[src/rtl/stream_parity_gen.sv]
// Streaming per-word parity generator with one column-parity (LRC) trailer word
// appended to each frame; frames reaching MAX_WORDS are force-closed as truncated.
module stream_parity_gen #(
    parameter int WIDTH     = 8,
    parameter bit ODD       = 1'b1,
    parameter int MAX_WORDS = 16
) (
    input  logic             clk,
    input  logic             rst,
    input  logic [WIDTH-1:0] in_data,
    input  logic             in_valid,
    input  logic             in_last,
    output logic             in_ready,
    output logic [WIDTH-1:0] out_data,
    output logic             out_par,
    output logic             out_valid,
    input  logic             out_ready,
    output logic             out_last,
    output logic             out_trailer,
    output logic             out_trunc
);

    localparam int CW = $clog2(MAX_WORDS + 1);
    localparam logic [CW-1:0] CNT_LAST = CW'(MAX_WORDS - 1);

    typedef enum logic {
        PASS,
        TRAILER
    } state_t;

    state_t           state;
    state_t           state_nxt;
    logic [WIDTH-1:0] acc;
    logic [WIDTH-1:0] trl;
    logic [CW-1:0]    cnt;
    logic             trunc;
    logic             slot_free;
    logic             rdy;
    logic             load_data;
    logic             load_trl;
    logic             close;

    assign slot_free = !out_valid || out_ready;
    assign in_ready  = rdy;

    // Parity is derived from the held word, so it stays stable under backpressure.
    assign out_par   = (^out_data) ^ ODD;

    always_ff @(posedge clk) begin
        if (rst) state <= PASS;
        else     state <= state_nxt;
    end

    always_comb begin
        state_nxt = state;
        rdy       = 1'b0;
        load_data = 1'b0;
        load_trl  = 1'b0;
        close     = 1'b0;
        case (state)
            PASS: begin
                rdy       = slot_free && !rst;
                load_data = in_valid && rdy;
                close     = load_data && (in_last || cnt == CNT_LAST);
                if (close) state_nxt = TRAILER;
            end
            TRAILER: begin
                load_trl = slot_free;
                if (slot_free) state_nxt = PASS;
            end
            default: state_nxt = PASS;
        endcase
    end

    always_ff @(posedge clk) begin
        if (rst) begin
            out_valid   <= 1'b0;
            out_data    <= '0;
            out_last    <= 1'b0;
            out_trailer <= 1'b0;
            out_trunc   <= 1'b0;
            acc         <= '0;
            cnt         <= '0;
            trl         <= '0;
            trunc       <= 1'b0;
        end else begin
            if (load_data) begin
                out_valid   <= 1'b1;
                out_data    <= in_data;
                out_last    <= 1'b0;
                out_trailer <= 1'b0;
                out_trunc   <= 1'b0;
            end else if (load_trl) begin
                out_valid   <= 1'b1;
                out_data    <= trl;
                out_last    <= 1'b1;
                out_trailer <= 1'b1;
                out_trunc   <= trunc;
            end else if (out_ready) begin
                out_valid   <= 1'b0;
            end

            // Inverting the LRC for odd sense makes each column, trailer included, odd.
            if (close) begin
                trl   <= (acc ^ in_data) ^ {WIDTH{ODD}};
                trunc <= !in_last;
                acc   <= '0;
                cnt   <= '0;
            end else if (load_data) begin
                acc   <= acc ^ in_data;
                cnt   <= cnt + CW'(1);
            end
        end
    end

endmodule

[config.mk]
export PLATFORM = sky130hd
export DESIGN_NAME = stream_parity_gen
export DESIGN_NICKNAME = d
export VERILOG_FILES = /design/src/rtl/stream_parity_gen.sv
export SDC_FILE = /design/constraint.sdc
export NUM_CORES = 1
export LEC_CHECK = 0
export ABC_AREA = 1
export CAP_MARGIN = 40
export CORE_MARGIN = 4
export CORE_UTILIZATION = 48
export DETAILED_ROUTE_END_ITERATION = 7
export GPL_TIMING_DRIVEN = 0
export MAX_ROUTING_LAYER = met4
export PLACE_DENSITY = 0.72
export SLEW_MARGIN = 0
export SYNTH_ARGS = -nofsm -noshare
export SYNTH_HDL_FRONTEND = slang
export SYNTH_SLANG_ARGS = --single-unit
export TNS_END_PERCENT = 10
[constraint.sdc]
create_clock -name clk -period 1.6 [get_ports clk]
set_clock_uncertainty 0.05 [all_clocks]
set_input_delay 0.48 -clock clk [delete_from_list [all_inputs] [get_ports clk]]
set_output_delay 0.48 -clock clk [all_outputs]
set_load 0.01 [all_outputs]
==> results of run 1 <==
-- layer usage --
layer  wire (um)  up-vias
met3         269        4
li1            -      928
met5           0        -
met4          51        0
met1        2110      762
met2        2070       60
-- worst min-delay path, stage by stage, from the launching register on --
cell and delay [ns]:
dfxtp_1 0.30, inv_1 0.06, a21oi_1 0.06
-- cell families after synthesis --
group / count (synthesis) / share of synthesized area
AND/OR/NAND/NOR: 158 / 0.386
buffers and inverters: 46 / 0.110
flip-flops: 34 / 0.377
AO/OA/AOI/OAI: 16 / 0.0451
XOR/XNOR: 14 / 0.0680
adder cells (fa/ha/maj): 2 / 0.0139
-- where the power goes --
group	internal, mW	switching (mW)
sequential	0.892	0.0364
combinational	0.171	0.220
clock	0.498	0.299
total	1.56	0.555
-- state kept, by name, summed over array words and instances (netlist names) --
name         count
acc              8
cnt              5
out_data         8
out_trailer      1
out_trunc        1
out_valid        1
state            1
trl              8
trunc            1
-- cell usage in the layout, fill, tap and decap left out, drive strengths merged --
cell | synthesis | routed
buf | 12 | 23
o21ai | 3 | 3
nand2 | 92 | 92
clkbuf | 1 | 9
a21oi | 12 | 12
nor2 | 27 | 28
dfxtp | 34 | 34
xnor2 | 3 | 3
ha | 2 | 2
inv | 32 | 32
a31oi | 1 | 1
dlymetal6s2s | 0 | 2
dlygate4sd2 | 0 | 12
clkinv | 1 | 2
nor3 | 1 | 1
bufinv | 0 | 1
clkdlybuf4s50 | 0 | 9
nand3 | 29 | 29
xor2 | 11 | 11
nand4 | 9 | 9
-- what timing repair did --
action                                  4_1_cts  5_1_grt
gates resized for setup                      42       16
pin swaps                                     5       10
setup buffers                                 3        6
endpoints found under the setup margin       46       35
cloned                                        1        2
-- metrics by stage --
step                      total power, mW  utilization  hold slack, ns  TNS (ns)
after detailed placement             1.30        0.585           0.394    -13.58
after global routing                 2.22        0.664           0.430     -1.06
final                                2.12        0.664           0.403    -0.412
after CTS                            2.09        0.628           0.404     -1.79
after global placement               1.30        0.585           0.395    -13.31
after floorplan                      1.16            -           0.377         0
-- synth_stat cells --
cell type,instances
nor3_1,1
nand4_1,9
xnor2_1,3
clkbuf_1,1
nor2_4,1
inv_2,2
inv_1,30
nor2_1,22
nand3_1,28
buf_2,8
o21ai_0,1
ha_1,2
nand3_4,1
dfxtp_1,34
o21ai_1,2
nor2_2,3
buf_4,4
nor2_8,1
clkinv_1,1
xor2_1,11
nand2_1,92
a21oi_1,12
a31oi_1,1
-- final cells by class --
cell class | instances | area, um2
fillers | 339 | 1220
multi-input cells | 191 | 1000
clock buffers | 6 | 82.6
well taps | 48 | 60.1
inverters | 33 | 129
plain buffers | 13 | 85.1
repair buffers | 36 | 323
clock inverters | 1 | 30.0
repair inverters | 1 | 5.00
flip-flops and latches | 34 | 692
-- how the worst min path moves through the flow --
stage,endpoint,slack (ns),start,depth (start not counted)
after floorplan,trunc,0.38,trunc,2
after global placement,trunc,0.40,trunc,2
after detailed placement,trunc,0.39,trunc,2
after CTS,trunc,0.40,trunc,2
after global routing,trunc,0.43,trunc,2
final,trunc,0.40,trunc,2
==> results.cfg, run 1 <==
[run_status]
status = finished with violations
failed_checks = negative setup slack

[floorplanning]
fp.coreArea_um2 = 3630
placementRows = 22
ioPinCount = 27
dieArea_um2 = 4800
die_width_um = 69.3
initial_core_util = 0.497
die_y_um = 69.3

[worst_setup_path]
required_ns = 1.07
cp_cell_sequence = dlygate4sd2_1, inv_2, nand2_2, nor2_1, buf_2
arrival_ns = 1.31
cp_num_cells = 5
crit_type = in -> out
cp_max_fo = 5
startpoint = rst
r2r_start = cnt[1]
crit_family = buffers and inverters
crit_buf_inv = 3
start_kind = primary input
crit_path_end = in_ready
cp_slowest_cell = dlygate4sd2_1
slowest_delay_ns = 0.39
cp-end-kind = output pin
r2r_setup_slack_ns = 0.04
r2r-end = cnt[2]
rr_worst_depth = 9

[placed_design]
port_buffers = 26
hpwlAfterDp_um = 2750
gp_congestion = 0.827
place_inst = 344
placed_cell_area_um2 = 2120
pre_cts_ws_ns = -0.793

[pwr]
vdd_drop_max_uv = 545
power_density_nw_per_um2 = 878
p_leak_nw = 1.25

[global_routing]
grtUsageTotal = 0.178
antenna_found_initial = 0
grt_busiest_layer = met2
use_met3 = 0.0449
grt_use_met2 = 0.285
grt_overflow_total = 0
grt_use_met1 = 0.212
grt_start_max_net_pins = 11
grt_pass1_vias = 1543
grt_pass1_wl_um = 6780

[synth]
syn-num-nets = 285
ys_types = 23
synth_cells = 270
synth_area_um2 = 1800
yosysTopAreaCellShare = 0.377
synth_top_area_cell = dfxtp_1
synth_area_leaders = dfxtp_1 (38%), nand2_1 (19%), nand3_1 (7.8%)
yosysSeqAreaShare = 0.377
synth-seq-cells = 34
avgSynthCellArea_um2 = 6.68
yosysWarnings = 0

[finish]
fin_area_um2 = 2410
fin_cells = 363
syn_to_final_growth_pct = 33.6
nets = 330
n_antenna_cell = 0
drive_gt1_frac = 0.206

[routing]
dr.pass1.iters = 4
viasPerCell = 4.83
vias = 1754
wire_per_inst_um = 12.4
route.detailed.drc = 0
ant_nets = 0
wl_um = 4500
drt_iter0_markers = 100

[clock_tree]
clk_pin_slew_worst_paths_ns = 0.07
cts_tree = done
holdBufCountCts = 0
clockRootBuffer = clkbuf_8
h-tree-depth = 2
clk_path_buf_depth = 2
numCtsBuffers = 5
clk_latency_ns = 0.28
clock_sinks = 34

[sta]
rsz0062_at_grt = yes
final.setup.worst_slack_ns = -0.238
final.min_clock_period_ns = 1.84
finalSetupViolCount = 3
relSlewSlack = 0.716
hold_viol_final = 0
tightest_slew_ns = 0.427
period_share = 1.15
drv_slew = 0
timing.fmax_mhz = 544

[min_path]
hp-class = reg -> reg

[flow_run]
maxCapViolCount = 0
No activity file was read; power rests on OpenSTA's default activity.
==> run 2, diff against run 1 <==
--- a/config.mk
+++ b/config.mk
@@ -7,7 +7,7 @@
 export LEC_CHECK = 0
 export ABC_AREA = 1
 export CAP_MARGIN = 40
-export CORE_MARGIN = 4
+export CORE_MARGIN = 2
 export CORE_UTILIZATION = 48
 export DETAILED_ROUTE_END_ITERATION = 7
 export GPL_TIMING_DRIVEN = 0
==> run 2 against run 1 <==
The flow still finishes with violations (negative setup slack). Cell area decreased by 2.0%. Power down 9.8%. Critical path depth is 4 higher. Register-to-register slack worse by 0.03 ns. Largest cell class unchanged.
==> results.cfg, run 2 (same netlist as run 1, synthesis figures left out) <==
[run_status]
status = finished with violations
failed_checks = negative setup slack

[worst_setup_path]
required_ns = 1.07
cp-end-kind = output pin
r2r_setup_slack_ns = 0.01
r2r-end = trl[3]
r2r_start = cnt[0]
arrival_ns = 1.27
crit_type = reg -> out
rr_worst_depth = 9
start_kind = register
cp_max_fo = 4

[pwr]
switching_share = 0.286
p_switching_mw = 0.547
power_frac_seq = 0.486
power_density_nw_per_um2 = 808
p_leak_nw = 1.20
power_frac_comb = 0.204
vdd_drop_max_uv = 410
pwr-share-clk = 0.310
intPower_mw = 1.36

[placed_design]
gp_congestion = 0.806
place_inst = 344
hpwlAfterDp_um = 2780
port_buffers = 26

[routing]
wl_um = 4220
vias = 1710
route.detailed.drc = 0
wire_per_inst_um = 11.8
ant_nets = 0
drt_iter0_markers = 83
viasPerCell = 4.78
dr.pass1.iters = 4

[floorplanning]
die_width_um = 65.3
ioPinCount = 27
initial_core_util = 0.497
placementRows = 22
die_y_um = 65.3
fp.coreArea_um2 = 3630
dieArea_um2 = 4270

[finish]
final_common_cell = nand2_1
final_cell_mix = nand2_1 (89), nand3_1 (28), inv_1 (27), dfxtp_1 (24), nor2_1 (18)
syn_to_final_growth_pct = 30.9
multi_input_area_um2 = 990
nets = 325
drive_gt1_frac = 0.190
fin_cells = 358
fillerInstances = 339
regArea_um2 = 701
n_antenna_cell = 0
reg.largest.list = acc (8), out_data (8), trl (8)

[sta]
period_share = 1.13
hold_viol_final = 0
timing.fmax_mhz = 555
drv_slew = 0
rsz0062_at_grt = yes
tightest_slew_ns = 0.410
final.setup.worst_slack_ns = -0.201
relSlewSlack = 0.726
tns_ns = -0.201
final.min_clock_period_ns = 1.80
finalSetupViolCount = 1

[clock_tree]
clk_pin_slew_worst_paths_ns = 0.07
numCtsBuffers = 5
clk_path_buf_depth = 2
cts_tree = done
h-tree-depth = 2
holdBufCountCts = 0
clock_sinks = 34
clk_latency_ns = 0.29
clockRootBuffer = clkbuf_8

[min_path]
hold_start = trunc
hold_depth = 2
hp-class = reg -> reg
worstHoldEndpoint = trunc

[global_routing]
grt_start_max_net_pins = 11
grt_pass1_wl_um = 6630
grt_use_met2 = 0.318
grt_use_met1 = 0.251
grtUsageTotal = 0.208
grt_overflow_total = 0
grt_busiest_layer = met2
antenna_found_initial = 0
use_met3 = 0.0599
grt_pass1_vias = 1517

[flow_run]
maxCapViolCount = 0
-- run 2: worst max-delay path by stage --
stage / start / to / slack, ns / cells after the start
3_5_place_dp: out_ready / in_ready / -0.82 / 6
6_report: out_data[1] / out_par / -0.20 / 9
3_3_place_gp: out_ready / in_ready / -0.81 / 6
5_1_grt: out_data[0] / out_par / -0.28 / 9
4_1_cts: out_data[1] / out_par / -0.17 / 9
2_1_floorplan: cnt[0] / cnt[1] / 0.01 / 9
-- run 2: area by class of cell --
type | count | area share
inverters | 33 | 0.0530
repair buffers | 32 | 0.130
multi-input cells | 191 | 0.419
well taps | 48 | 0.0254
clock buffers | 7 | 0.0323
plain buffers | 13 | 0.0440
flip-flops and latches | 34 | 0.297
-- run 2: what timing repair did --
| action | 4_1_cts | 5_1_grt |
|---|---|---|
| resized for setup | 47 | 26 |
| setup endpoints to repair | 47 | 32 |
| gates cloned | 0 | 2 |
| buffers inserted | 3 | 2 |
| pin swaps | 4 | 10 |
-- run 2: routing by layer --
metal,up-vias,wire length (um)
met5,-,0
met4,0,78
met3,8,250
met2,53,1880
met1,734,2010
li1,915,-
-- run 2: per-stage QoR --
step           hold WS, ns  power [mW]   util  area (um2)  worst slack (ns)
6_report             0.407        1.91  0.650        2360            -0.201
5_1_grt              0.438        2.02  0.650        2360            -0.278
4_1_cts              0.392        1.89  0.619        2250            -0.171
3_5_place_dp         0.397        1.30  0.585        2120            -0.820
3_3_place_gp         0.392        1.30  0.585        2120            -0.805
2_1_floorplan        0.377        1.16      -        1800            0.0110
-- run 2: power groups by stage --
stage / sequential [mW] / combinational, mW / clock (mW)
final: 0.928 / 0.390 / 0.592
after global routing: 0.933 / 0.434 / 0.658
after CTS: 0.927 / 0.356 / 0.604
after detailed placement: 0.943 / 0.359 / 0
after global placement: 0.941 / 0.355 / 0
after floorplan: 0.945 / 0.218 / 0
-- run 2: critical path, cell delays in order (launching register included) --
cell     delay [ns]
dfxtp_4        0.37
nand2_2        0.08
inv_2          0.04
nor2_2         0.09
nand2_1        0.06
nand2_1        0.07
inv_1          0.04
nand2_1        0.05
nand2_1        0.04
buf_2          0.13
==> run 3, diff against run 2 <==
--- a/config.mk
+++ b/config.mk
@@ -8,7 +8,8 @@
 export ABC_AREA = 1
 export CAP_MARGIN = 40
 export CORE_MARGIN = 2
-export CORE_UTILIZATION = 48
+export CORE_UTILIZATION = 50
+export CTS_BUF_LIST = sky130_fd_sc_hd__clkbuf_8
 export DETAILED_ROUTE_END_ITERATION = 7
 export GPL_TIMING_DRIVEN = 0
 export MAX_ROUTING_LAYER = met4
==> constraint.sdc (replaced) <==
create_clock -name clk -period 2.26 [get_ports clk]
set_clock_uncertainty 0.05 [all_clocks]
set_input_delay 0.678 -clock clk [delete_from_list [all_inputs] [get_ports clk]]
set_output_delay 0.678 -clock clk [all_outputs]
set_load 0.01 [all_outputs]
==> run 3 against run 2 <==
Cell area decreased by 4.5%. Sequential share of layout area increased by 0.62 points. Combinational power decreased by 35%. Hold slack improved by 0.0036 ns. Non-clock buffer count decreased by 3. The flow now finishes without violations. Wire length decreased by 9.9%. Register-to-register slack improved by 0.38 ns. Die area decreased by 3.8%. Critical endpoint is now in_ready. Sequential power decreased by 30%. Power decreased by 24%. First-iteration DRC count decreased by 34%. Highest routed layer unchanged. Setup slack improved by 0.36 ns.
==> results.cfg, run 3 (same netlist as run 1, synthesis figures left out) <==
[sta]
hold_viol_final = 0
relSlewSlack = 0.728
rsz0062_at_grt = no
tightest_slew_ns = 0.408
final.min_clock_period_ns = 2.10
finalSetupViolCount = 0
drv_slew = 0
tns_ns = 0
period_share = 0.930
timing.fmax_mhz = 476

[pwr]
pwr-share-clk = 0.376
p_switching_mw = 0.386
power_frac_seq = 0.450
power_frac_comb = 0.174
power_density_nw_per_um2 = 645
p_leak_nw = 1.13
vdd_drop_max_uv = 589
intPower_mw = 1.07
switching_share = 0.265

[global_routing]
antenna_found_initial = 0
grt_overflow_total = 0
grt_start_max_net_pins = 12
grtUsageTotal = 0.210
grt_pass1_vias = 1498
grt_pass1_wl_um = 6530

[floorplanning]
placementRows = 21
ioPinCount = 27
initial_core_util = 0.532
dieArea_um2 = 4100
die_y_um = 64.1
fp.coreArea_um2 = 3390
die_width_um = 64.1

[worst_setup_path]
required_ns = 1.53
crit_type = in -> out
arrival_ns = 1.37
slowest_delay_ns = 0.29
cp_max_fo = 4
cp_cell_sequence = dlygate4sd2_1, inv_2, nand2_2, nor2_1, buf_2
crit_buf_inv = 3
cp-end-kind = output pin
cp_slowest_cell = dlygate4sd2_1
crit_family = buffers and inverters
start_kind = primary input

[finish]
reg.largest.list = acc (8), out_data (8), trl (8)
final_common_cell = nand2_1
n_antenna_cell = 0
drive_gt1_frac = 0.121
final_core_util = 0.666
final_cell_mix = nand2_1 (90), dfxtp_1 (32), inv_1 (29), nand3_1 (28)
syn_to_final_growth_pct = 25.0
nets = 321

[run_status]
status = completed

[clock_tree]
clk_path_buf_depth = 2
clockRootBuffer = clkbuf_8
numCtsBuffers = 5
h-tree-depth = 2
clk_latency_ns = 0.28
clk_pin_slew_worst_paths_ns = 0.07
cts_tree = done
clock_sinks = 34

[routing]
vias = 1668
dr.pass1.iters = 4
wl_um = 3800
wire_per_inst_um = 10.8
ant_nets = 0
route.detailed.drc = 0
drt_iter0_markers = 55
viasPerCell = 4.73

[min_path]
hp-class = reg -> reg

[placed_design]
gp_congestion = 0.785
port_buffers = 26
hpwlAfterDp_um = 2780

[flow_run]
maxCapViolCount = 0
run 3: worst reg2reg max path: stages (launching register included):
cell	delay, ns
dfxtp_1	0.34
ha_1	0.23
nand2_1	0.07
nor2_1	0.04
ha_1	0.18
nor2_2	0.15
clkinv_1	0.28
nand2_1	0.22
nand2_1	0.13
a21oi_1	0.13
run 3: metal layers:
layer	share of wire	global-route usage	wire, um
met4	0.016	0.0734	61
met2	0.45	0.322	1720
met5	0	-	0
met3	0.053	0.0651	200
met1	0.48	0.262	1820
run 3: what timing repair did:
action	4_1_cts	5_1_grt
setup buffers	1	2
pin swaps	0	2
hold buffers	0	0
gates resized for setup	10	2
endpoints found under the setup margin	2	1
hold endpoints to repair	0	0
run 3: path summary, 6_finish.rpt:
kind	start	end	slack [ns]	depth (start not counted)
min	trunc	trunc	0.41	2
max	rst	in_ready	0.16	5
min reg2reg	trunc	trunc	0.41	2
max reg2reg	cnt[0]	cnt[1]	0.39	9
run 3: power groups by stage:
stage,registers (mW),logic [mW],clock network (mW)
floorplan,0.669,0.154,0
global placement,0.666,0.251,0
detailed placement,0.668,0.254,0
CTS,0.654,0.251,0.559
global route,0.659,0.286,0.583
finish,0.654,0.253,0.547
run 3: layout make-up:
| cell class | instances | area, um2 |
|---|---|---|
| timing repair buffer | 29 | 278 |
| fill | 308 | 1130 |
| inverter | 33 | 124 |
| clock inverter | 3 | 40.0 |
| multi-input combinational | 190 | 931 |
| buffer | 13 | 73.8 |
| tap | 46 | 57.6 |
| clock buffer | 5 | 68.8 |
| sequential | 34 | 683 |
run 3: per-stage QoR:
stage	setup WS [ns]	hold WS [ns]	area, um2	power [mW]	cells
6_report	0.157	0.411	2260	1.45	353
5_1_grt	0.00958	0.444	2260	1.53	353
4_1_cts	-0.00607	0.417	2240	1.46	351
3_5_place_dp	-0.562	0.404	2120	0.922	342
3_3_place_gp	-0.534	0.401	2120	0.917	342
2_1_floorplan	0.445	0.377	1800	0.824	270
==> RTL edit, RTL diff (flow settings as in run 1) <==
Change the parameter `ODD` from 1'b1 to 1'b0.
--- a/src/rtl/stream_parity_gen.sv
+++ b/src/rtl/stream_parity_gen.sv
@@ -4,3 +4,3 @@
     parameter int WIDTH     = 8,
-    parameter bit ODD       = 1'b1,
+    parameter bit ODD       = 1'b0,
     parameter int MAX_WORDS = 16
Function: changed (a bounded check fails within 4 cycles, from zero or initial values and one cycle with rst high).
==> RTL edit against run 1 <==
The run still ends with setup timing left; worst setup slack improved by 93 ps; worst hold slack improved by 8.3 ps; design area decreased by 1.3%; core utilization increased by 2.8 points; wire length decreased by 8.9%; via count decreased by 5.0%; sequential cell count unchanged; area after synthesis decreased by 2.6%; power decreased by 10%; largest cell class unchanged; largest power group unchanged.
==> RTL edit: results <==
sta:
  setup_total_negative_slack_ps: -1180
  final.setup.worst_slack_ps: -144
  worst_hold_slack_ps: 411
  relSlewSlack_pct: 67.5
  finalSetupViolCount: 25
yosys:
  yosys.cell_types.count: 22
  synth_fp_nets: 267
  synth_top_flop_cell: "sky130_fd_sc_hd__dfxtp_1"
  async_reset_ff_share_pct: 0
  postSynthAreaPerCell_um2: 6.98
  synth.area.top_cells: "sky130_fd_sc_hd__dfxtp_1 39%, sky130_fd_sc_hd__nand2_1 18%, sky130_fd_sc_hd__nand3_1 8.0%"
  synth_sequential_area_ratio_pct: 38.7
  synth_area_mm2: 0.00176
  yosysWarningCount: 0
  synth_common_cells: "84 x sky130_fd_sc_hd__nand2_1, 34 x sky130_fd_sc_hd__dfxtp_1, 29 x sky130_fd_sc_hd__inv_1"
routing:
  first_pass_iters: 4
  wirelength_um: 4100
  routed_via_density: 4.89
  drc_marker_count_from_the_first_detailed_route_iteration: 118
outcome:
  violated_checks: "setup timing"
  outcome: "finished with violations"
worst_setup_path:
  critical_path.reg2reg.endpoint: "trl[0]"
  reg2reg_from: "cnt[1]"
  worstSetupEndpoint: "out_par"
  cp_data_arrival_time_ps: 1210
  worst-path-max-fanout: 4
  ff2ff_path_depth: 10
  regToRegSetupSlack_ps: -90
  worst_setup_path_startpoint: "out_data[5]"
placement:
  place_hpwl_um: 2730
  portBuffers: 26
  pre_cts_slack_ps: -789
  post-place-cells: 324
  finalWeightedCongestion: 0.821
final_layout:
  final_net_count: 310
  final-instance-count-excl-fill: 341
  n_fill_cell: 307
  final_layout_size_suffix_gt1_share_pct: 23.4
grt:
  grt_pass1_wl_um: 6720
  grt_start_max_net_pins: 11
  groute.usage.overall_pct: 19.7
  first_global_vias: 1529
  antenna_violations_before_repair: 0
power:
  p_switching_uw: 537
  max-vdd-ir-drop_v: 0.000433
  power.leakage_nw: 1.16
==> RTL edit: through the flow <==
step	instance area [um^2]	total power, mW
finish	2380	1.90
global route	2380	2.01
CTS	2240	1.88
detailed placement	2080	1.28
global placement	2080	1.28
floorplan	1760	1.15
==> RTL edit: logic make-up after synthesis <==
group,synth area share (%)
XOR/XNOR,7.97
AND/OR/NAND/NOR,33.7
flip-flops,38.7
AO/OA/AOI/OAI,7.19
adder cells (fa/ha/maj),1.42
buffers and inverters,11.0
==> RTL edit: final cells by class <==
| class | count | share of cell area, % |
|---|---|---|
| clock buffer | 7 | 3.21 |
| inverter | 31 | 4.99 |
| tap | 46 | 2.42 |
| buffer | 12 | 4.05 |
| multi-input combinational | 175 | 42.5 |
| timing repair buffer | 36 | 13.1 |
| sequential | 34 | 29.7 |
==> RTL edit: worst min-delay path by stage <==
stage | from | endpoint | cells after the start
floorplan | trunc | trunc | 2
global placement | trl[0] | trl[0] | 2
detailed placement | trunc | trunc | 2
CTS | cnt[4] | cnt[4] | 2
global route | trl[6] | trl[6] | 2
finish | trunc | trunc | 2
==> RTL edit: worst max-delay path, stage by stage, from the launching register on <==
cell	delay, ps
sky130_fd_sc_hd__dfxtp_2	390
sky130_fd_sc_hd__xor2_2	160
sky130_fd_sc_hd__nand2_1	70
sky130_fd_sc_hd__nand2_1	80
sky130_fd_sc_hd__nand3_1	60
sky130_fd_sc_hd__nand2_1	50
sky130_fd_sc_hd__buf_2	120
==> RTL edit: power groups by stage <==
stage                     Sequential, mW  Combinational, mW  Clock (mW)
after CTS                          0.923              0.350       0.606
after detailed placement           0.936              0.348           0
after floorplan                    0.939              0.209           0
after global placement             0.934              0.344           0
after global routing               0.928              0.430       0.652
final                              0.924              0.384       0.589
==> RTL edit: per-layer routing <==
| layer | share of wire [%] | global-route usage, % |
|---|---|---|
| met1 | 46 | 23.8 |
| met2 | 47 | 31.5 |
| met3 | 5.5 | 3.89 |
| met4 | 1.9 | 9.43 |
| met5 | 0 | - |
==> RTL edit: repair_timing <==
item	in CTS	in global routing
buffers inserted	5	4
hold buffers	0	0
pin swaps	8	6
endpoints found under the setup margin	47	33
gates cloned	0	1
gates resized for setup	45	35
